**src/rtl/equalization_sequencer.sv**
```systemverilog
// equalization_sequencer: phase controller for the histogram-equalization engine.
// Launches the histogram, CDF and output stages in turn, guards each wait with a
// timeout, tracks the smallest non-zero CDF entry, and counts run cycles.
module equalization_sequencer #(
  parameter int unsigned TIMEOUT = 65536
) (
  input  logic        clock,
  input  logic        reset,
  input  logic        go,
  output logic        hist_start,
  input  logic        hist_done,
  output logic        cdf_start,
  input  logic        cdf_done,
  input  logic        cdf_valid,
  input  logic [7:0]  cdf_value,
  output logic        out_start,
  input  logic        out_done,
  output logic [7:0]  CdfMin,
  output logic        busy,
  output logic        done,
  output logic        error,
  output logic [31:0] cycle_count
);

  typedef enum logic [3:0] {
    IDLE,
    HIST_START,
    HIST_WAIT,
    CDF_START,
    CDF_WAIT,
    OUT_START,
    OUT_WAIT,
    DONE,
    ERROR
  } state_t;

  localparam logic [31:0] TIMER_LAST = 32'(TIMEOUT - 1);

  state_t      state;
  state_t      state_next;
  logic [31:0] phase_timer;
  logic        timer_expired;
  logic        go_accepted;
  logic        in_run;

  assign timer_expired = (phase_timer == TIMER_LAST);
  assign go_accepted   = ((state == IDLE) || (state == ERROR)) && go;
  assign in_run        = (state == HIST_START) || (state == HIST_WAIT) ||
                         (state == CDF_START)  || (state == CDF_WAIT)  ||
                         (state == OUT_START)  || (state == OUT_WAIT);

  // State register; reset returns to IDLE from anywhere, even mid-run.
  always_ff @(posedge clock) begin
    if (reset) state <= IDLE;
    else       state <= state_next;
  end

  // Next-state logic; a done input only counts in its own WAIT state and beats the timeout.
  always_comb begin
    state_next = state;
    case (state)
      IDLE, ERROR: if (go) state_next = HIST_START;
      HIST_START:  state_next = HIST_WAIT;
      HIST_WAIT: begin
        if (hist_done)          state_next = CDF_START;
        else if (timer_expired) state_next = ERROR;
      end
      CDF_START:   state_next = CDF_WAIT;
      CDF_WAIT: begin
        if (cdf_done)           state_next = OUT_START;
        else if (timer_expired) state_next = ERROR;
      end
      OUT_START:   state_next = OUT_WAIT;
      OUT_WAIT: begin
        if (out_done)           state_next = DONE;
        else if (timer_expired) state_next = ERROR;
      end
      DONE:        state_next = IDLE;
      default:     state_next = IDLE;
    endcase
  end

  // Registered output decodes of the upcoming state, so every output is glitch-free.
  always_ff @(posedge clock) begin
    if (reset) begin
      hist_start <= 1'b0;
      cdf_start  <= 1'b0;
      out_start  <= 1'b0;
      busy       <= 1'b0;
      done       <= 1'b0;
      error      <= 1'b0;
    end else begin
      hist_start <= (state_next == HIST_START);
      cdf_start  <= (state_next == CDF_START);
      out_start  <= (state_next == OUT_START);
      busy       <= (state_next != IDLE) && (state_next != ERROR);
      done       <= (state_next == DONE);
      error      <= (state_next == ERROR);
    end
  end

  // Phase timer: zeroed in each START state so every WAIT begins at 0.
  always_ff @(posedge clock) begin
    if (reset) begin
      phase_timer <= 32'd0;
    end else begin
      case (state)
        HIST_START, CDF_START, OUT_START: phase_timer <= 32'd0;
        HIST_WAIT, CDF_WAIT, OUT_WAIT:    phase_timer <= phase_timer + 32'd1;
        default:                          phase_timer <= phase_timer;
      endcase
    end
  end

  // CdfMin snoops the CDF write stream; zero entries never qualify, and it freezes outside CDF_WAIT.
  always_ff @(posedge clock) begin
    if (reset) begin
      CdfMin <= 8'hFF;
    end else if (state == CDF_START) begin
      CdfMin <= 8'hFF;
    end else if ((state == CDF_WAIT) && cdf_valid &&
                 (cdf_value != 8'd0) && (cdf_value < CdfMin)) begin
      CdfMin <= cdf_value;
    end
  end

  // Run cycle counter: restarts when a run is accepted, saturates rather than wrapping.
  always_ff @(posedge clock) begin
    if (reset) begin
      cycle_count <= 32'd0;
    end else if (go_accepted) begin
      cycle_count <= 32'd0;
    end else if (in_run && (cycle_count != 32'hFFFF_FFFF)) begin
      cycle_count <= cycle_count + 32'd1;
    end
  end

endmodule

```
**config.mk**
```make
export PLATFORM = sky130hd
export DESIGN_NAME = equalization_sequencer
export DESIGN_NICKNAME = d
export VERILOG_FILES = /design/src/rtl/equalization_sequencer.sv
export SDC_FILE = /design/constraint.sdc
export NUM_CORES = 1
export LEC_CHECK = 0
export ABC_AREA = 1
export CAP_MARGIN = 10
export CORE_MARGIN = 2
export CORE_UTILIZATION = 40
export DETAILED_ROUTE_END_ITERATION = 8
export PLACE_DENSITY_LB_ADDON = 0.12
export REMOVE_ABC_BUFFERS = 1
export SLEW_MARGIN = 40
export SYNTH_ARGS = -nofsm -noshare
export SYNTH_HDL_FRONTEND = slang
export SYNTH_SLANG_ARGS = --single-unit
```
**constraint.sdc**
```tcl
create_clock -name clock -period 3.8 [get_ports clock]
set_input_delay 0.38 -clock clock [delete_from_list [all_inputs] [get_ports clock]]
set_output_delay 0.38 -clock clock [all_outputs]
set_load 0.005 [all_outputs]
```
## Word-level counts from Yosys, hierarchy flattened

Cells that the tools add are included.
W data, S select, Z words.

- Bits in latches: 0
- Bits in read-only memories: 0
- Memory bits (writable): 0
- Output and inout port bits: 46
- Input port bits: 15
- Register bits after elaboration: 82
- Memories kept: 0
- Word-level logic and storage cells: 56

- Order comparisons: 1
- Shifts and indexed selects: 0
- Equality and inequality tests: 15
- Multipliers: 0
- Add/subtract/negate cells: 2
- Reduce and logical (&&, ||, !) cells: 21
- Divide/modulo/power cells: 0
- Bitwise operators: 0
- Multiplexer cells: 7

Operators with widths:

| cell | count |
|---|---|
| $add A32 B1 Y32 const B | 2 |
| $pmux W32 S2 | 1 |
| $eq A32 B16 Y1 const B | 1 |
| $ne A32 B32 Y1 const B | 1 |
| $pmux W4 S7 | 1 |
| $eq A4 B3 Y1 const B | 5 |
| $mux W4 | 5 |
| $eq A4 B2 Y1 const B | 3 |
| $eq A4 B1 Y1 const B | 2 |
| $eq A4 B4 Y1 const B | 2 |
| $lt A8 B8 Y1 | 1 |
| $reduce_bool A8 Y1 | 1 |
| $logic_and A1 B1 Y1 | 6 |
| $logic_or A1 B1 Y1 | 6 |
| $reduce_or A2 Y1 | 3 |
| $reduce_or A3 Y1 | 2 |
| $logic_not A4 Y1 | 1 |
| $ne A4 B4 Y1 const B | 1 |
| $reduce_bool A4 Y1 | 1 |
| $reduce_bool A2 Y1 | 1 |

## Longest topological paths before layout

Gate-level depths: netlist of the first run.

- Depth after elaboration: 7
- Gate-level depth with buffers: 13
- Mapped depth without buffers: 12

## Least setup slack after synthesis of the first run

OpenSTA, ideal clock, no wires.

- Kind: reg2reg
- Start point: reg cycle_count[0]
- End point: reg cycle_count[28]
- Period minus slack after synthesis: 1.780 ns
- Stages on the path, launching flop included: 13
- Data arrival time: 1.647 ns
- Path buffers: 2
- Path slack: 2.020 ns
- Required time: 3.668 ns
- Library setup time: 0.132 ns
- Cells stage by stage: dfxtp_1 ha_1 inv_1 nor3_4 nand2_2 nor2_4 nand2_2 nand2_4 inv_2 buf_6 buf_6 nand2_1 a21oi_1

- Longest elaborated chain between the ends: 2
- Elaborated cells on any way between the ends: 3
- Classes of those cells: add/sub: 1; eq/ne: 1; reduce/logical: 1

Ends and longest elaborated chain:

| item | line | text |
|---|---|---|
| start, declared | 22 | `output logic [31:0] cycle_count` |
| start signal, assigned | 134 | `cycle_count <= cycle_count + 32'd1;` |
| parallel branches: the longest is 2 deep, another holds $add A32 B1 Y32 | -- |  |

Parallel ways; which one is timed is not known.
A chain may end at the register's enable or synchronous reset.

## Final worst setup path of the first run

- Start point: reg cycle_count[0]
- End point: reg cycle_count[19]

The elaborated chain is that of the path after synthesis.

==> results of run 1 <==
per-stage QoR:
stage / power [mW] / hold WS [ns]
global route: 2.17 / 0.505
CTS: 2.10 / 0.482
global placement: 1.21 / 0.461
finish: 2.07 / 0.482
floorplan: 1.09 / 0.447
detailed placement: 1.22 / 0.472
worst min-delay path: cells and delay by family, from the launching register on:
family / cells / cell delay [ns]
AND/OR/NAND/NOR: 1 / 0.06
flip-flops: 1 / 0.32
AO/OA/AOI/OAI: 1 / 0.05
registers in the layout, indices dropped and copies added, names as in the netlist:
signal / count
cycle_count: 32
phase_timer: 32
CdfMin: 8
state: 4
busy: 1
cdf_start: 1
done: 1
error: 1
hist_start: 1
out_start: 1
kinds of logic after synthesis:
kind of cell               Yosys count  synth area share
buffers and inverters               84            0.0716
xor gates and xnor gates            13            0.0233
AOI/OAI and AO/OA                  104             0.117
DFF                                 82             0.336
adders and majority gates            9            0.0231
and+or+nand+nor                    475             0.428
cell usage in the layout, fill, tap and decap left out, types with 4 or more instances in the layout:
cell type        count
nor3_1              15
a21oi_1             63
clkdlybuf4s50_1     60
o21ai_0             23
inv_2                4
nand4_1             22
nand3b_1            13
dfxtp_1             82
xor2_1              10
nor2_1              99
inv_1               60
nand3_1             53
nand2_1            255
nor2_4               6
clkbuf_16            9
ha_1                 9
synthesized netlist by cell type (all sizes together) (2+ instances only):
master    n
a211oi    2
a21oi    63
a221oi    2
a31oi     3
buf      11
clkbuf    9
dfxtp    82
ha        9
inv      64
nand2   260
nand3    53
nand3b   13
nand4    22
nor2    106
nor3     18
o21ai    24
o21bai    3
xnor2     3
xor2     10
layout make-up:
cell class / instances / area share
flip-flops and latches: 82 / 0.279
clock buffers: 11 / 0.0413
multi-input cells: 601 / 0.493
clock inverters: 4 / 0.00873
inverters: 64 / 0.0409
repair buffers: 63 / 0.106
well taps: 147 / 0.0313
layer usage:
layer / routed length (um) / up-vias / GRT usage
met3: 566 / 18 / 0.0281
met5: 0 / - / 0
met1: 6120 / 2294 / 0.267
met4: 259 / 0 / 0.0829
li1: - / 2612 / -
met2: 5780 / 114 / 0.324
power groups by stage:
stage / clock, mW / sequential, mW / combinational, mW
detailed placement: 0 / 0.913 / 0.306
global route: 0.934 / 0.897 / 0.338
floorplan: 0 / 0.911 / 0.178
CTS: 0.901 / 0.894 / 0.306
global placement: 0 / 0.912 / 0.297
finish: 0.873 / 0.894 / 0.302
worst min-delay path by stage:
stage,depth (start not counted),endpoint,startpoint
after floorplan,1,phase_timer[0]$_SDFFE_PP0P_,phase_timer[0]$_SDFFE_PP0P_
after global routing,2,CdfMin[7]$_SDFFE_PP1P_,CdfMin[7]$_SDFFE_PP1P_
after CTS,2,phase_timer[31]$_SDFFE_PP0P_,phase_timer[31]$_SDFFE_PP0P_
after detailed placement,2,phase_timer[31]$_SDFFE_PP0P_,phase_timer[31]$_SDFFE_PP0P_
final,2,phase_timer[31]$_SDFFE_PP0P_,phase_timer[31]$_SDFFE_PP0P_
after global placement,1,phase_timer[0]$_SDFFE_PP0P_,phase_timer[0]$_SDFFE_PP0P_
==> summary.txt, run 1 <==
Timing
  – Worst Clk Skew: 0.00771 ns
  – Final worst slack: 1.44 ns
  – Final slew viol count: 0
  – TNS Setup: 0 ns
  – Crit path time final: 2.36 ns
  – Max-slew headroom: 0.500
  – Worst-Margin Slew: 0.748 ns
  – RSZ-0062 raised after global routing: no
  – Max Fclk: 424 MHz
  – Final hold vios: 0
  – Final period util: 0.621
  – Setup-failing EPs final: 0

Drt
  – TritonRoute pass-1 iters: 5
  – 1st-iter DRT viols: 392
  – Post-DRT Antenna Nets: 0
  – Vias per inst: 5.18
  – Final wirelength: 12.7 mm
  – Drt wl/cell: 13.1 um
  – Vias: 5038
  – DRC Markers: 0

Worst setup path
  – Top cell by count, worst path: nand2_1
  – Max Fanout on Critical Path: 34
  – Launch point of the worst path: cycle_count[0]$_SDFFE_PP0P_
  – Setup slack, reg-to-reg: 1.44 ns
  – Worst path cell trace: ha_1 -> inv_1 -> nor3_4 -> nand2_2 -> nor2_4 -> nand2_2 -> nand2_4 -> inv_2 -> nand2_1 -> nand2_1 -> nand2_1 -> nor2_1
  – Startpoint types: flop
  – CP top delay family: simple AND/OR/NAND/NOR gates
  – FF-to-FF End: cycle_count[19]$_SDFFE_PP0P_
  – CP Capture Type: flop
  – Register-to-Register Path Depth: 12
  – WS Path Type: reg -> reg
  – Required time worst endpoint: 4.00 ns
  – CP peak stage delay: 0.43 ns
  – Worst path depth: 12
  – Worst r2r src: cycle_count[0]$_SDFFE_PP0P_
  – Worst Path Arrival: 2.55 ns
  – CP Capture Point: cycle_count[19]$_SDFFE_PP0P_
  – CP max-delay cell: dfxtp_1
  – WP buf/inv: 2

Worst hold path
  – Hold Crit Class: reg -> reg

Place
  – Placed Instances: 957
  – Area of placed instances: 5580 um^2
  – Dpl ws: 1.28 ns
  – DP HPWL: 9.47 mm
  – Port bufs: 60
  – Gp weighted congestion: 0.918

Clocking
  – H-Tree Depth: 3
  – Setup Fix Bufs, Post-CTS: 0
  – Clock slew at reported path FFs: 0.06 ns
  – TritonCTS buffer count: 9
  – TritonCTS sink count: 82
  – PostCTS Resize Cnt: 0
  – CTS tree: built
  – Hold Buf Count CTS: 0
  – Root Buffer: clkbuf_16
  – Clock buffer depth: 2
  – Clk_lat worst skew: 0.34 ns

Pwr
  – Internal power: 1.49 mW
  – Power Density: 352 nW/um^2
  – Clock power share: 0.422
  – Leakage power: 2.17 nW
  – Seq pwr share: 0.432
  – P_sw: 583 uW
  – Max VDD drop: 0.000168 V
  – Sw frac: 0.282
  – Logic pwr share: 0.146

Floorplan
  – CORE AREA: 12000 um^2
  – Die H: 114 um
  – I/O Pins: 61
  – Starting Density: 0.408
  – Row cnt: 40
  – Chip width: 114 um
  – Die ar.: 13100 um^2

Synth
  – Fraction of registers with async set/reset: 0
  – Synth unique cells: 39
  – Area contributors post-synth: dfxtp_1 (34%), nand2_1 (20%), nor2_1 (7.6%)
  – Netlist Area Pre-Place: 4880 um^2
  – Cells after Synth: 767
  – Avg Inst Size Synth: 6.36 um^2
  – Seq/Total Area, Yosys: 0.336
  – Dominant synthesized flop cell: dfxtp_1
  – YS warnings: 0
  – Number of synthesized flops with an enable pin: 0
  – Synthesized flop and latch total: 82
  – Share of the synthesized area in the top cell type: 0.336
  – Leading area contributor after synthesis: dfxtp_1

GRT
  – GR Util All Layers: 0.200
  – Vias in the first global route: 4480
  – GR Overflow Total: 0
  – Initial antenna violation count: 0
  – First-pass GRT wire length: 21.1 mm
  – Largest net degree at the start of global routing: 35

Cells and area
  – Final std cells w/o fill: 972
  – Layout cells sized above 1: 0.0473
  – Storage element area: 1640 um^2
  – P&R area growth vs syn: 20.5%
  – Fillers: 1227
  – Final instance area: 5880 um^2
  – Post-Route Utilization: 0.491
  – Antenna Diode Count: 0
  – Area of the multi-input gates: 2900 um^2
  – Layout Nets: 845

Outcome
  – Outcome: finished, final reports clean

Run
  – Max_cap viols: 0
Power figures use the tool's default switching activity.
==> inputs of run 2 (changes only) <==
Clock period 3.8 ns to 2.3 ns, I/O delays scaled along.
==> summary.txt, run 2 (synthesis gave the netlist of run 1 again) <==
Outcome
  – Outcome: finished, final reports clean

Cells and area
  – Fillers: 1231 (+0.33%)
  – Antenna Diode Count: 0 (unchanged)
  – Most frequent cells in the layout: nand2_1 (255), nor2_1 (99), dfxtp_1 (82)
  – Post-Route Utilization: 0.503 (+0.0113)
  – Largest registers: cycle_count x32, phase_timer x32, CdfMin x8
  – Layout cells sized above 1: 0.0676 (+0.0203)
  – P&R area growth vs syn: 23.3%
  – Layout Nets: 862 (+2.0%)
  – Commonest non-fill, non-tap cell in the layout: nand2_1
  – Final std cells w/o fill: 990 (+1.9%)

Timing
  – Final hold vios: 0 (unchanged)
  – Worst-Margin Slew: 0.720 ns (-0.0275 ns)
  – Final period util: 0.882 (+0.262)
  – Setup-failing EPs final: 0 (unchanged)
  – Final worst slack: 0.270 ns (-1.17 ns)
  – Max-slew headroom: 0.520 (+0.0195)
  – Min Hold Slack: 0.488 ns (+0.00569 ns)
  – Crit path time final: 2.03 ns (-0.329 ns)
  – RSZ-0062 raised after global routing: no
  – Max Fclk: 493 MHz (+16%)
  – TNS Setup: 0 ns (unchanged)
  – Final slew viol count: 0 (unchanged)
  – Worst Clk Skew: 0.00544 ns (-0.00227 ns)

Worst setup path
  – Worst r2r src: cycle_count[0]$_SDFFE_PP0P_
  – Worst path cell trace: ha_1 -> inv_1 -> nor3_4 -> nand2_2 -> nor2_4 -> nand2_2 -> nand2_4 -> inv_2 -> nand2_1 -> nand2_1 -> nand2_1 -> nor2_1
  – Register-to-Register Path Depth: 12 (unchanged)
  – Setup slack, reg-to-reg: 0.27 ns (-1.17 ns)
  – WS Path Type: reg -> reg
  – CP Capture Type: flop
  – CP peak stage delay: 0.45 ns (+0.02 ns)
  – Launch point of the worst path: cycle_count[0]$_SDFFE_PP0P_
  – Worst Path Arrival: 2.27 ns (-0.28 ns)
  – Max Fanout on Critical Path: 29 (-15%)
  – Top cell by count, worst path: nand2_1
  – CP Capture Point: cycle_count[19]$_SDFFE_PP0P_
  – Startpoint types: flop
  – CP max-delay cell: dfxtp_1
  – FF-to-FF End: cycle_count[19]$_SDFFE_PP0P_
  – Required time worst endpoint: 2.54 ns (-1.46 ns)

Drt
  – 1st-iter DRT viols: 393 (+0.26%)
  – Final wirelength: 13.2 mm (+4.0%)
  – Drt wl/cell: 13.4 um (+2.1%)
  – DRC Markers: 0 (unchanged)
  – Vias: 5130 (+1.8%)
  – Post-DRT Antenna Nets: 0 (unchanged)
  – Vias per inst: 5.18 (about the same)
  – TritonRoute pass-1 iters: 5 (unchanged)

Run
  – Max_cap viols: 0 (unchanged)

Floorplan
  – I/O Pins: 61 (unchanged)
  – Row cnt: 40 (unchanged)
  – Die H: 114 um (unchanged)
  – CORE AREA: 12000 um^2 (unchanged)
  – Chip width: 114 um (unchanged)
  – Die ar.: 13100 um^2 (unchanged)
  – Starting Density: 0.408 (unchanged)

Clocking
  – Clk_lat worst skew: 0.35 ns (about the same)
  – Root Buffer: clkbuf_16
  – Clock buffer depth: 2 (unchanged)
  – CTS tree: built
  – TritonCTS sink count: 82 (unchanged)
  – PostCTS Resize Cnt: 0 (unchanged)
  – Clock slew at reported path FFs: 0.06 ns (about the same)
  – TritonCTS buffer count: 9 (unchanged)
  – Setup Fix Bufs, Post-CTS: 0 (unchanged)
  – H-Tree Depth: 3 (unchanged)
  – Hold Buf Count CTS: 0 (unchanged)

GRT
  – Initial antenna violation count: 0 (unchanged)
  – First-pass GRT wire length: 22.1 mm (+4.9%)
  – GR Util All Layers: 0.210 (+0.0105)
  – Largest net degree at the start of global routing: 34 (-2.9%)
  – Vias in the first global route: 4718 (+5.3%)
  – GR Overflow Total: 0 (unchanged)

Place
  – DP HPWL: 9.88 mm (+4.4%)
  – Dpl ws: 0.226 ns (-1.06 ns)
  – Placed Instances: 974 (+1.8%)
  – Port bufs: 60 (unchanged)
  – Gp weighted congestion: 0.915 (-0.36%)

Pwr
  – Max VDD drop: 0.000343 V (+100%)
  – Leakage power: 2.27 nW (+4.5%)
  – Power Density: 577 nW/um^2 (+64%)

Worst hold path
  – Min-Delay Path Depth: 2 (unchanged)
  – Hold Crit Class: reg -> reg
run 2: worst min-delay path by stage:
stage                                             from                            to  slack (ns)
after floorplan                                  reset  phase_timer[15]$_SDFFE_PP0P_        0.30
after global placement     phase_timer[0]$_SDFFE_PP0P_   phase_timer[0]$_SDFFE_PP0P_        0.46
after detailed placement        CdfMin[2]$_SDFFE_PP1P_        CdfMin[2]$_SDFFE_PP1P_        0.48
after CTS                       CdfMin[2]$_SDFFE_PP1P_        CdfMin[2]$_SDFFE_PP1P_        0.49
after global routing      phase_timer[31]$_SDFFE_PP0P_  phase_timer[31]$_SDFFE_PP0P_        0.52
final                           CdfMin[2]$_SDFFE_PP1P_        CdfMin[2]$_SDFFE_PP1P_        0.49
run 2: through the flow:
step | area, um^2 | power, mW
global placement | 5720 | 2.03
global route | 6010 | 3.63
finish | 6010 | 3.47
detailed placement | 5720 | 2.04
CTS | 6010 | 3.51
floorplan | 4770 | 1.80
run 2: area by class of cell:
cell class | instances | area, um^2 | share of cell area
inverter | 64 | 240 | 0.0399
sequential | 82 | 1640 | 0.273
multi-input combinational | 601 | 2890 | 0.480
clock inverter | 5 | 53.8 | 0.00895
clock buffer | 11 | 243 | 0.0404
timing repair buffer | 80 | 763 | 0.127
tap | 147 | 184 | 0.0306
run 2: worst max-delay path: cells and delay by family, from the launching register on:
family        cells  cell delay, ns
fa+ha+maj         1            0.21
flops             1            0.45
buf+inv           2            0.34
simple gates      9            0.92
run 2: layer usage:
layer,part of all wire,up-vias,GRT usage
li1,-,2658,-
met1,0.47,2322,0.278
met2,0.46,133,0.343
met3,0.049,17,0.0318
met4,0.022,0,0.0886
met5,0,-,0
run 2: power breakdown:
group	switching (mW)	internal, mW	leakage, nW	total, mW
registers	0.0277	1.45	0.662	1.48
clock network	0.595	0.867	0.149	1.46
logic	0.368	0.165	1.46	0.533
==> inputs of run 3 (changes only) <==
Settings changed: CORE_UTILIZATION 40 to 55.
==> summary.txt, run 3 (synthesis gave the netlist of run 1 again) <==
Clocking
  – Clock buffer depth: 2 (unchanged)
  – Clk_lat worst skew: 0.35 ns (about the same)
  – Root Buffer: clkbuf_8
  – TritonCTS buffer count: 9 (unchanged)
  – PostCTS Resize Cnt: 0 (unchanged)
  – Hold Buf Count CTS: 0 (unchanged)
  – H-Tree Depth: 3 (unchanged)
  – TritonCTS sink count: 82 (unchanged)
  – CTS tree: built
  – Clock slew at reported path FFs: 0.08 ns (+0.02 ns)
  – Setup Fix Bufs, Post-CTS: 0 (unchanged)

Drt
  – Vias: 5178 (+0.94%)
  – Drt wl/cell: 13.4 um (-0.11%)
  – Vias per inst: 5.50 (+6.1%)
  – TritonRoute pass-1 iters: 5 (unchanged)
  – DRC Markers: 0 (unchanged)
  – 1st-iter DRT viols: 276 (-30%)
  – Post-DRT Antenna Nets: 0 (unchanged)
  – Final wirelength: 12.6 mm (-5.0%)

Worst setup path
  – Worst Path Arrival: 2.29 ns (+0.02 ns)
  – CP Capture Type: flop
  – Startpoint types: flop
  – Launch point of the worst path: cycle_count[0]$_SDFFE_PP0P_
  – WS Path Type: reg -> reg
  – Worst r2r src: cycle_count[0]$_SDFFE_PP0P_
  – Required time worst endpoint: 2.54 ns (about the same)
  – Max Fanout on Critical Path: 26 (-10%)

GRT
  – GR Util met3: 0.0487 (+0.0169)
  – GR Overflow Total: 0 (unchanged)
  – GR Util All Layers: 0.267 (+0.0571)
  – Grt met1 use: 0.328 (+0.0501)
  – First-pass GRT wire length: 21.7 mm (-1.6%)
  – Met2 Use GR: 0.474 (+0.131)
  – Largest net degree at the start of global routing: 30 (-12%)
  – Initial antenna violation count: 0 (unchanged)
  – Vias in the first global route: 4935 (+4.6%)
  – Global route hottest layer: met2

Cells and area
  – Layout cells sized above 1: 0.0576 (-0.0101)
  – Storage element area: 1640 um^2 (unchanged)
  – Largest registers: cycle_count x32, phase_timer x32, CdfMin x8
  – Layout Nets: 853 (-1.0%)
  – P&R area growth vs syn: 19.4%
  – Most frequent cells in the layout: nand2_1 (255), nor2_1 (99), dfxtp_1 (82)
  – Fillers: 772 (-37%)
  – Final instance area: 5820 um^2 (-3.1%)
  – Antenna Diode Count: 0 (unchanged)
  – Commonest non-fill, non-tap cell in the layout: nand2_1
  – Area of the multi-input gates: 2900 um^2 (+0.26%)

Timing
  – Worst-Margin Slew: 0.592 ns (-0.128 ns)
  – RSZ-0062 raised after global routing: no
  – Worst Clk Skew: 0.00671 ns (+0.00127 ns)
  – TNS Setup: 0 ns (unchanged)
  – Min Hold Slack: 0.493 ns (+0.00465 ns)
  – Crit path time final: 2.05 ns (+0.0236 ns)
  – Final period util: 0.893 (+0.0103)
  – Max-slew headroom: 0.604 (+0.0841)
  – Final hold vios: 0 (unchanged)
  – Max Fclk: 487 MHz (-1.2%)
  – Final slew viol count: 0 (unchanged)
  – Setup-failing EPs final: 0 (unchanged)

Floorplan
  – CORE AREA: 8680 um^2 (-27%)
  – Chip width: 98.2 um (-14%)
  – Row cnt: 34 (-15%)
  – Die H: 98.2 um (-14%)
  – Die ar.: 9640 um^2 (-26%)
  – I/O Pins: 61 (unchanged)
  – Starting Density: 0.562 (+0.154)

Worst hold path
  – Hold Crit Class: reg -> reg
  – HP Start: phase_timer[1]$_SDFFE_PP0P_

Place
  – Gp weighted congestion: 0.943 (+3.1%)
  – DP HPWL: 9.40 mm (-4.9%)
  – Port bufs: 60 (unchanged)
  – Area of placed instances: 5590 um^2 (-2.3%)

Run
  – Max_cap viols: 0 (unchanged)

Pwr
  – Leakage power: 2.19 nW (-3.8%)
  – Max VDD drop: 0.000332 V (-3.0%)
  – Power Density: 549 nW/um^2 (-4.8%)

Outcome
  – Outcome: finished, final reports clean
-- run 3: cell count changes in the layout (fill, tap and decap cells not counted) --
cell / delta
clkbuf_8: +10
clkbuf_16: -9
buf_4: -8
clkinv_2: -2
buf_12: -1
bufinv_16: +1
o21ai_2: -1
o21ai_4: +1
-- run 3: worst max-delay path, stage by stage (launching register included) --
cell and delay [ns]:
dfxtp_1 0.44, ha_1 0.29, inv_1 0.11, nor3_4 0.16
nand2_2 0.11, nor2_4 0.12, nand2_2 0.08, nand2_4 0.10
buf_4 0.30, o21bai_1 0.10, nand2_1 0.06, nor2_1 0.05
-- run 3: power breakdown --
group | switching (mW) | internal [mW]
logic | 0.363 | 0.166
registers | 0.0283 | 1.45
clock network | 0.524 | 0.672
-- run 3: worst paths after layout --
| path | cells after the start | slack (ns) | to |
|---|---|---|---|
| max | 11 | 0.25 | cycle_count[11]$_SDFFE_PP0P_ |
| min | 2 | 0.49 | phase_timer[1]$_SDFFE_PP0P_ |
| max reg2reg | 11 | 0.25 | cycle_count[11]$_SDFFE_PP0P_ |
| min reg2reg | 2 | 0.49 | phase_timer[1]$_SDFFE_PP0P_ |
-- run 3: stage by stage --
stage | util | setup WS, ns | cells | total power [mW]
floorplan | - | 0.357 | 747 | 1.80
finish | 0.671 | 0.247 | 942 | 3.20
detailed placement | 0.644 | 0.246 | 926 | 2.03
global route | 0.671 | 0.0284 | 942 | 3.36
CTS | 0.670 | 0.256 | 942 | 3.21
global placement | 0.644 | 0.321 | 926 | 2.02
-- run 3: area by class of cell --
type                            count  area share
Multi-Input combinational cell    601       0.497
Sequential cell                    82       0.282
Tap cell                          108      0.0232
Timing Repair Buffer               71       0.117
Inverter                           64      0.0412
Clock inverter                      4      0.0127
Clock buffer                       12      0.0266
-- run 3: layer usage --
metal  part of all wire  up-vias
met5                  0        -
met3              0.052       30
met4              0.022        0
li1                   -     2624
met1               0.43     2361
met2               0.49      163
